$ cat config.mk
export PLATFORM = sky130hd
export DESIGN_NAME = mpram_write_arbiter_flat
export DESIGN_NICKNAME = d
export VERILOG_FILES = /design/src/rtl/mpram_pkg.sv /design/src/rtl/mpram_write_arbiter_if.sv /design/src/rtl/mpram_wr_pick.sv /design/src/rtl/mpram_write_arbiter.sv /design/src/flat_wrapper.sv
export SDC_FILE = /design/constraint.sdc
export NUM_CORES = 2
export LEC_CHECK = 0
export CORE_AREA = 5 5 356 358
export CTS_CLUSTER_DIAMETER = 150
export DETAILED_ROUTE_END_ITERATION = 10
export DIE_AREA = 0 0 361 363
export PLACE_DENSITY_LB_ADDON = 0.2
export SLEW_MARGIN = 40
export SYNTH_ARGS = -nofsm -noshare
export SYNTH_HDL_FRONTEND = slang
export SYNTH_SLANG_ARGS = --single-unit
$ cat constraint.sdc
create_clock -name clk -period 42.2 [get_ports clk]
set_input_delay 12.66 -clock clk [delete_from_list [all_inputs] [get_ports clk]]
set_output_delay 12.66 -clock clk [all_outputs]
set_load 0.005 [all_outputs]
$ cat src/rtl/mpram_pkg.sv
// Shared types and constants for the multi-port RAM write arbiter.
// Default geometry lives here so the interface, arbiter and request struct agree.
package mpram_pkg;

    localparam int DEF_DATA_DEPTH       = 128;
    localparam int DEF_DATA_WIDTH       = 64;
    localparam int DEF_BYTE_WRITE_WIDTH = 64;
    localparam int DEF_REQ_NUM          = 8;
    localparam int DEF_WPORTS_NUM       = 4;
    localparam int DEF_ADDR_WIDTH       = $clog2(DEF_DATA_DEPTH);
    localparam int DEF_BYTES_NUM        = DEF_DATA_WIDTH / DEF_BYTE_WRITE_WIDTH;
    localparam int CNT_W                = 32;

    typedef struct packed {
        logic [DEF_ADDR_WIDTH-1:0] addr;
        logic [DEF_BYTES_NUM-1:0]  we;
        logic [DEF_DATA_WIDTH-1:0] data;
    } wr_req_t;

    // Width of an index into n items; never zero so a single requester still works.
    function automatic int ptr_width(input int n);
        return (n > 1) ? $clog2(n) : 1;
    endfunction

endpackage

$ cat src/rtl/mpram_write_arbiter_if.sv
// Requester-side handshake and RAM write-port bus of the write arbiter.
// The arbiter connects through the slave modport; the requester/RAM environment uses master.
interface mpram_write_arbiter_if
    import mpram_pkg::*;
#(
    parameter int DATA_DEPTH       = DEF_DATA_DEPTH,
    parameter int DATA_WIDTH       = DEF_DATA_WIDTH,
    parameter int BYTE_WRITE_WIDTH = DEF_BYTE_WRITE_WIDTH,
    parameter int REQ_NUM          = DEF_REQ_NUM,
    parameter int WPORTS_NUM       = DEF_WPORTS_NUM
);
    localparam int ADDR_WIDTH = $clog2(DATA_DEPTH);
    localparam int BYTES_NUM  = DATA_WIDTH / BYTE_WRITE_WIDTH;

    logic [REQ_NUM-1:0]                    req_valid_i;
    logic [REQ_NUM-1:0]                    req_ready_o;
    logic [REQ_NUM-1:0][ADDR_WIDTH-1:0]    req_addr_i;
    logic [REQ_NUM-1:0][BYTES_NUM-1:0]     req_we_i;
    logic [REQ_NUM-1:0][DATA_WIDTH-1:0]    req_data_i;

    logic [WPORTS_NUM-1:0]                 ram_en_w_o;
    logic [WPORTS_NUM-1:0][BYTES_NUM-1:0]  ram_we_o;
    logic [WPORTS_NUM-1:0][ADDR_WIDTH-1:0] ram_waddr_o;
    logic [WPORTS_NUM-1:0][DATA_WIDTH-1:0] ram_data_o;
    logic [CNT_W-1:0]                      conflict_cnt_o;

    modport master (
        output req_valid_i, req_addr_i, req_we_i, req_data_i,
        input  req_ready_o, ram_en_w_o, ram_we_o, ram_waddr_o, ram_data_o, conflict_cnt_o
    );

    modport slave (
        input  req_valid_i, req_addr_i, req_we_i, req_data_i,
        output req_ready_o, ram_en_w_o, ram_we_o, ram_waddr_o, ram_data_o, conflict_cnt_o
    );

endinterface

$ cat src/rtl/mpram_wr_pick.sv
// Combinational round-robin pick: grants up to WPORTS_NUM valid requests with pairwise
// distinct addresses, packs them onto ports in scan order and computes the next pointer.
module mpram_wr_pick
    import mpram_pkg::*;
#(
    parameter int REQ_NUM    = DEF_REQ_NUM,
    parameter int WPORTS_NUM = DEF_WPORTS_NUM,
    parameter int ADDR_WIDTH = DEF_ADDR_WIDTH,
    localparam int PTR_W     = ptr_width(REQ_NUM)
) (
    input  logic [REQ_NUM-1:0]                 valid_i,
    input  logic [REQ_NUM-1:0][ADDR_WIDTH-1:0] addr_i,
    input  logic [PTR_W-1:0]                   rr_ptr_i,
    output logic [REQ_NUM-1:0]                 grant_o,
    output logic [WPORTS_NUM-1:0]              port_used_o,
    output logic [WPORTS_NUM-1:0][PTR_W-1:0]   port_src_o,
    output logic                               conflict_o,
    output logic [PTR_W-1:0]                   rr_ptr_next_o
);

    logic [WPORTS_NUM-1:0][ADDR_WIDTH-1:0] granted_addr;
    logic                                  addr_hit;
    int                                    n_granted;
    int                                    idx;
    int                                    first_loser;
    int                                    last_grant;
    int                                    after_last;

    always_comb begin
        grant_o      = '0;
        port_used_o  = '0;
        port_src_o   = '0;
        conflict_o   = 1'b0;
        granted_addr = '0;
        addr_hit     = 1'b0;
        n_granted    = 0;
        idx          = 0;
        first_loser  = -1;
        last_grant   = 0;

        for (int s = 0; s < REQ_NUM; s++) begin
            idx = int'(rr_ptr_i) + s;
            if (idx >= REQ_NUM) begin
                idx = idx - REQ_NUM;
            end
            if (valid_i[idx]) begin
                addr_hit = 1'b0;
                for (int k = 0; k < WPORTS_NUM; k++) begin
                    if (k < n_granted && granted_addr[k] == addr_i[idx]) begin
                        addr_hit = 1'b1;
                    end
                end
                if (!addr_hit && n_granted < WPORTS_NUM) begin
                    grant_o[idx] = 1'b1;
                    for (int k = 0; k < WPORTS_NUM; k++) begin
                        if (k == n_granted) begin
                            port_used_o[k]  = 1'b1;
                            port_src_o[k]   = PTR_W'(idx);
                            granted_addr[k] = addr_i[idx];
                        end
                    end
                    last_grant = idx;
                    n_granted  = n_granted + 1;
                end else begin
                    // An address clash is reported even when the ports were already full.
                    if (first_loser < 0) begin
                        first_loser = idx;
                    end
                    if (addr_hit) begin
                        conflict_o = 1'b1;
                    end
                end
            end
        end

        after_last = (last_grant + 1 == REQ_NUM) ? 0 : last_grant + 1;
        if (valid_i == '0) begin
            rr_ptr_next_o = rr_ptr_i;
        end else if (first_loser >= 0) begin
            rr_ptr_next_o = PTR_W'(first_loser);
        end else begin
            rr_ptr_next_o = PTR_W'(after_last);
        end
    end

endmodule

$ cat src/rtl/mpram_write_arbiter.sv
// Write-port arbiter for the multi-port RAM: shares WPORTS_NUM write ports among REQ_NUM
// requesters, never issuing two same-address writes in one cycle; RAM outputs are registered.
module mpram_write_arbiter
    import mpram_pkg::*;
#(
    parameter int DATA_DEPTH       = DEF_DATA_DEPTH,
    parameter int DATA_WIDTH       = DEF_DATA_WIDTH,
    parameter int BYTE_WRITE_WIDTH = DEF_BYTE_WRITE_WIDTH,
    parameter int REQ_NUM          = DEF_REQ_NUM,
    parameter int WPORTS_NUM       = DEF_WPORTS_NUM
) (
    input  logic                  clk,
    input  logic                  rst,
    mpram_write_arbiter_if.slave  arb_if
);

    localparam int ADDR_WIDTH = $clog2(DATA_DEPTH);
    localparam int BYTES_NUM  = DATA_WIDTH / BYTE_WRITE_WIDTH;
    localparam int PTR_W      = ptr_width(REQ_NUM);

    logic [PTR_W-1:0]                      rr_ptr_q;
    logic [PTR_W-1:0]                      rr_ptr_d;
    logic [REQ_NUM-1:0]                    valid_gated;
    logic [REQ_NUM-1:0]                    grant;
    logic [WPORTS_NUM-1:0]                 port_used;
    logic [WPORTS_NUM-1:0][PTR_W-1:0]      port_src;
    logic                                  conflict;

    logic [WPORTS_NUM-1:0]                 en_q,   en_d;
    logic [WPORTS_NUM-1:0][BYTES_NUM-1:0]  we_q,   we_d;
    logic [WPORTS_NUM-1:0][ADDR_WIDTH-1:0] addr_q, addr_d;
    logic [WPORTS_NUM-1:0][DATA_WIDTH-1:0] data_q, data_d;
    logic [CNT_W-1:0]                      cnt_q,  cnt_d;

    // Masking valid during reset keeps ready low and the pointer/counter untouched.
    assign valid_gated = rst ? '0 : arb_if.req_valid_i;

    mpram_wr_pick #(
        .REQ_NUM    (REQ_NUM),
        .WPORTS_NUM (WPORTS_NUM),
        .ADDR_WIDTH (ADDR_WIDTH)
    ) u_pick (
        .valid_i       (valid_gated),
        .addr_i        (arb_if.req_addr_i),
        .rr_ptr_i      (rr_ptr_q),
        .grant_o       (grant),
        .port_used_o   (port_used),
        .port_src_o    (port_src),
        .conflict_o    (conflict),
        .rr_ptr_next_o (rr_ptr_d)
    );

    assign arb_if.req_ready_o = grant;

    // Idle ports drop enable and mask but keep their last address and data.
    for (genvar gi = 0; gi < WPORTS_NUM; gi++) begin : g_port
        assign en_d[gi]   = port_used[gi];
        assign we_d[gi]   = port_used[gi] ? arb_if.req_we_i[port_src[gi]]   : '0;
        assign addr_d[gi] = port_used[gi] ? arb_if.req_addr_i[port_src[gi]] : addr_q[gi];
        assign data_d[gi] = port_used[gi] ? arb_if.req_data_i[port_src[gi]] : data_q[gi];
    end

    assign cnt_d = (conflict && cnt_q != {CNT_W{1'b1}}) ? cnt_q + 1'b1 : cnt_q;

    always_ff @(posedge clk) begin
        if (rst) begin
            rr_ptr_q <= '0;
            en_q     <= '0;
            we_q     <= '0;
            addr_q   <= '0;
            data_q   <= '0;
            cnt_q    <= '0;
        end else begin
            rr_ptr_q <= rr_ptr_d;
            en_q     <= en_d;
            we_q     <= we_d;
            addr_q   <= addr_d;
            data_q   <= data_d;
            cnt_q    <= cnt_d;
        end
    end

    assign arb_if.ram_en_w_o     = en_q;
    assign arb_if.ram_we_o       = we_q;
    assign arb_if.ram_waddr_o    = addr_q;
    assign arb_if.ram_data_o     = data_q;
    assign arb_if.conflict_cnt_o = cnt_q;

`ifdef DEBUG
    always @(posedge clk) begin
        assert (REQ_NUM >= WPORTS_NUM && WPORTS_NUM > 0)
            else $error("mpram_write_arbiter: need REQ_NUM >= WPORTS_NUM > 0");
        assert (DATA_WIDTH % BYTE_WRITE_WIDTH == 0)
            else $error("mpram_write_arbiter: DATA_WIDTH not a multiple of BYTE_WRITE_WIDTH");
    end
`endif

endmodule

$ cat src/flat_wrapper.sv
// flat-port wrapper written by rule: the top's interface ports become plain ports
module mpram_write_arbiter_flat import mpram_pkg::*;
#(
    parameter int DATA_DEPTH       = DEF_DATA_DEPTH,
    parameter int DATA_WIDTH       = DEF_DATA_WIDTH,
    parameter int BYTE_WRITE_WIDTH = DEF_BYTE_WRITE_WIDTH,
    parameter int REQ_NUM          = DEF_REQ_NUM,
    parameter int WPORTS_NUM       = DEF_WPORTS_NUM
)
  (clk, rst, arb_if_req_valid_i, arb_if_req_addr_i, arb_if_req_we_i, arb_if_req_data_i, arb_if_req_ready_o, arb_if_ram_en_w_o, arb_if_ram_we_o, arb_if_ram_waddr_o, arb_if_ram_data_o, arb_if_conflict_cnt_o);
  mpram_write_arbiter_if #(.DATA_DEPTH(DATA_DEPTH), .DATA_WIDTH(DATA_WIDTH), .BYTE_WRITE_WIDTH(BYTE_WRITE_WIDTH), .REQ_NUM(REQ_NUM), .WPORTS_NUM(WPORTS_NUM)) arb_if_i ();
  input  logic clk;
  input  logic rst;
  input wire logic [$bits(arb_if_i.req_valid_i)-1:0] arb_if_req_valid_i;
  input wire logic [$bits(arb_if_i.req_addr_i)-1:0] arb_if_req_addr_i;
  input wire logic [$bits(arb_if_i.req_we_i)-1:0] arb_if_req_we_i;
  input wire logic [$bits(arb_if_i.req_data_i)-1:0] arb_if_req_data_i;
  output wire logic [$bits(arb_if_i.req_ready_o)-1:0] arb_if_req_ready_o;
  output wire logic [$bits(arb_if_i.ram_en_w_o)-1:0] arb_if_ram_en_w_o;
  output wire logic [$bits(arb_if_i.ram_we_o)-1:0] arb_if_ram_we_o;
  output wire logic [$bits(arb_if_i.ram_waddr_o)-1:0] arb_if_ram_waddr_o;
  output wire logic [$bits(arb_if_i.ram_data_o)-1:0] arb_if_ram_data_o;
  output wire logic [$bits(arb_if_i.conflict_cnt_o)-1:0] arb_if_conflict_cnt_o;
  assign arb_if_i.req_valid_i = arb_if_req_valid_i;
  assign arb_if_i.req_addr_i = arb_if_req_addr_i;
  assign arb_if_i.req_we_i = arb_if_req_we_i;
  assign arb_if_i.req_data_i = arb_if_req_data_i;
  assign arb_if_req_ready_o = arb_if_i.req_ready_o;
  assign arb_if_ram_en_w_o = arb_if_i.ram_en_w_o;
  assign arb_if_ram_we_o = arb_if_i.ram_we_o;
  assign arb_if_ram_waddr_o = arb_if_i.ram_waddr_o;
  assign arb_if_ram_data_o = arb_if_i.ram_data_o;
  assign arb_if_conflict_cnt_o = arb_if_i.conflict_cnt_o;
  mpram_write_arbiter #(.DATA_DEPTH(DATA_DEPTH), .DATA_WIDTH(DATA_WIDTH), .BYTE_WRITE_WIDTH(BYTE_WRITE_WIDTH), .REQ_NUM(REQ_NUM), .WPORTS_NUM(WPORTS_NUM)) u_core (.clk(clk), .rst(rst), .arb_if(arb_if_i));
endmodule
==> out/qor.txt <==
Worst EP arrival: 27.94 ns
Number of port buffers: 917
Worst-Skew Late Latency: 0.66 ns
CP endpoint kind: primary output
Setup-failing EPs final: 0
CTS Buf Count: 49
Non-filler cells, final: 8198
Final RePlAce weighted congestion: 0.9804
Worst Tran Pin Value: 1.001 ns
Ys Warns: 0
Final WS setup: 1.601 ns
Clock transition at path regs: 0.05 ns
Setup bufs post-CTS: 0
Total negative slack: 0 ns
DP HPWL: 195200 µm
Rows: 129
Status: finished, final reports clean
First-pass GRT wire length: 400800 µm
Asr flop ratio synth: 0
Die Ht: 363 µm
CORE AREA: 123000 µm²
Clock skew: 0.01543 ns
CTS root buf: clkbuf_16
Vias: 59199
Area share of the largest cell type after synthesis: 0.1388
Most common cell after layout, fill and taps aside: clkdlybuf4s50_1
Mapped Nets: 6613
CP Launch Type: input port
Max clock buf depth: 3
Crit path kind: in2out
Hold crit path type: reg2reg
CTS H-tree depth: 2
Clock sink count: 327
#FFs+latches synth: 327
Max incr delay on CP: 0.78 ns
Drt drc: 0
Slew headroom: 0.3327
Syn Std Cell Area: 47170 µm²
Final period util: 0.9621
Unrepaired setup endpoints after global routing: false
Initial antenna violation count: 121
Final antenna-violating net count: 0
Final hold vios: 0
Sequential area share after synthesis: 0.1388
Cell mode on critical path: ha_1
Synth area leaders: dfxtp_1, mux4_2, mux2i_1
Max_cap viols: 0
Layout cell share with drive strength beyond 1: 0.1166
Starting Density: 0.3835
Die X: 361 µm
Vias in the first global route: 54600
Most frequent cells in the layout: clkdlybuf4s50_1, nand2_1, mux2i_1
Post-cts sizing count: 0
Critical Path Fanout Max: 49
Full die area: 131000 µm²
Vias per cell: 7.221
Cells after DPL: 7989
Largest net degree at the start of global routing: 165
Global Route Usage Sum: 0.4064
Synthesized area per cell: 7.867 µm²
NumNets Final: 7027
CTS tree: done
GR Overflow Total: 0
Yosys cell types: 113
Cts hold-fix bufs: 0
Min Tclk post-route: 40.60 ns
# IOs: 918
DR WL/cell: 34.85 µm
Worst path required time: 29.54 ns
Slowest CP cell: clkdlybuf4s50_1
Top FF cell, synth: dfxtp_1
Final WL: 285700 µm
Most area-hungry cell type in the Yosys netlist: dfxtp_1
F_max: 24.63 MHz
DRT Pass-1 Iters: 10
Post-synth EDFFs: 0
Initial DRC Count: 9468
P&R area growth vs syn: 25.35%
Fin. max-slew vios: 0
Synthesized instance count: 5996
Worst slack, placed: 2.037 ns
==> cell usage after synthesis, drive strengths merged, types with 5 or more instances <==
cell type and count:
nor2 250, a21boi 10, a2bb2oi 68, nand4 33, or4 5, a21oi 493
o21a 19, a222oi 10, mux4 279, nand2b 13, nand2 828, a221o 32
a22o 8, nor4 30, a22oi 103, nor4b 7, o221ai 211, mux2 113
a21o 12, and4 7, o211ai 175, o211a 9, clkbuf 469, a221oi 373
a211oi 29, nand3b 7, xor2 20, a211o 10, or2 17, o21ai 379
buf 244, xnor2 112, and2 45, o31ai 11, inv 47, nor3 73
ha 31, and3 42, mux2i 550, dfxtp 327, a31oi 31, nand3 143
o22ai 235, or3 20
==> worst paths after layout <==
kind	start	to	slack, ns	cells after the start
setup reg to reg	u_core.rr_ptr_q[0]	u_core.arb_if.ram_waddr_o[14]	23.10	67
setup / recovery	arb_if_req_addr_i[52]	arb_if_req_ready_o[3]	1.60	57
hold / removal	u_core.arb_if.ram_data_o[56]	u_core.arb_if.ram_data_o[56]	0.43	2
hold reg to reg	u_core.arb_if.ram_data_o[56]	u_core.arb_if.ram_data_o[56]	0.43	2
==> worst max-delay path, delay by kind of cell <==
family / cells / cell delay [ns]
XOR/XNOR: 3 / 1.20
AND/OR/NAND/NOR: 16 / 3.79
adder cells (fa/ha/maj): 6 / 1.54
AO/OA/AOI/OAI: 15 / 4.11
multiplexers: 5 / 1.66
buffers and inverters: 12 / 2.92
==> final cells by class <==
class | count | area [µm²]
multi-input combinational | 4905 | 37660
clock inverter | 16 | 232.7
clock buffer | 72 | 1394
antenna | 114 | 285.3
tap | 1637 | 2048
inverter | 51 | 198.9
sequential | 327 | 6555
timing repair buffer | 1076 | 10750
fill | 12026 | 63860
==> registers in the layout (all words and copies together), names as in the netlist <==
name                          count
u_core.arb_if.ram_we_o            4
u_core.arb_if.conflict_cnt_o     32
u_core.arb_if.ram_waddr_o        28
u_core.rr_ptr_q                   3
u_core.arb_if.ram_en_w_o          4
u_core.arb_if.ram_data_o        256
==> kinds of logic (layout without fill, tap and decap cells) <==
kind of cell / count (synthesis) / after routing / share of synthesized area
AO/OA/AOI/OAI: 2263 / 2263 / 0.3327
multiplexers: 942 / 942 / 0.2773
XOR/XNOR: 132 / 132 / 0.02491
AND/OR/NAND/NOR: 1537 / 1537 / 0.1453
adder cells (fa/ha/maj): 31 / 31 / 0.008222
buffers and inverters: 764 / 1215 / 0.07281
other: 0 / 114 / 0
flip-flops: 327 / 327 / 0.1388
==> stage by stage <==
| step | cell area [µm²] | hold slack, ns | util |
|---|---|---|---|
| final | 59130 | 0.4329 | 0.4808 |
| after global routing | 59070 | 0.4541 | 0.4803 |
| after CTS | 58660 | 0.4371 | 0.4770 |
| after detailed placement | 57030 | 0.4299 | 0.4637 |
| after global placement | 56680 | 0.4236 | 0.4608 |
| after floorplan | 47170 | 0.4345 | - |
==> layer usage <==
metal,global-route usage,share of wire,up-vias
li1,-,-,24642
met1,0.5058,0.37,28768
met2,0.6064,0.43,4671
met3,0.1124,0.12,1104
met4,0.2907,0.080,14
met5,0,0.00031,-
Power is left out: the tool's default activity adds up to more than one toggle a clock period on the data nets, which glitch-free logic cannot reach.
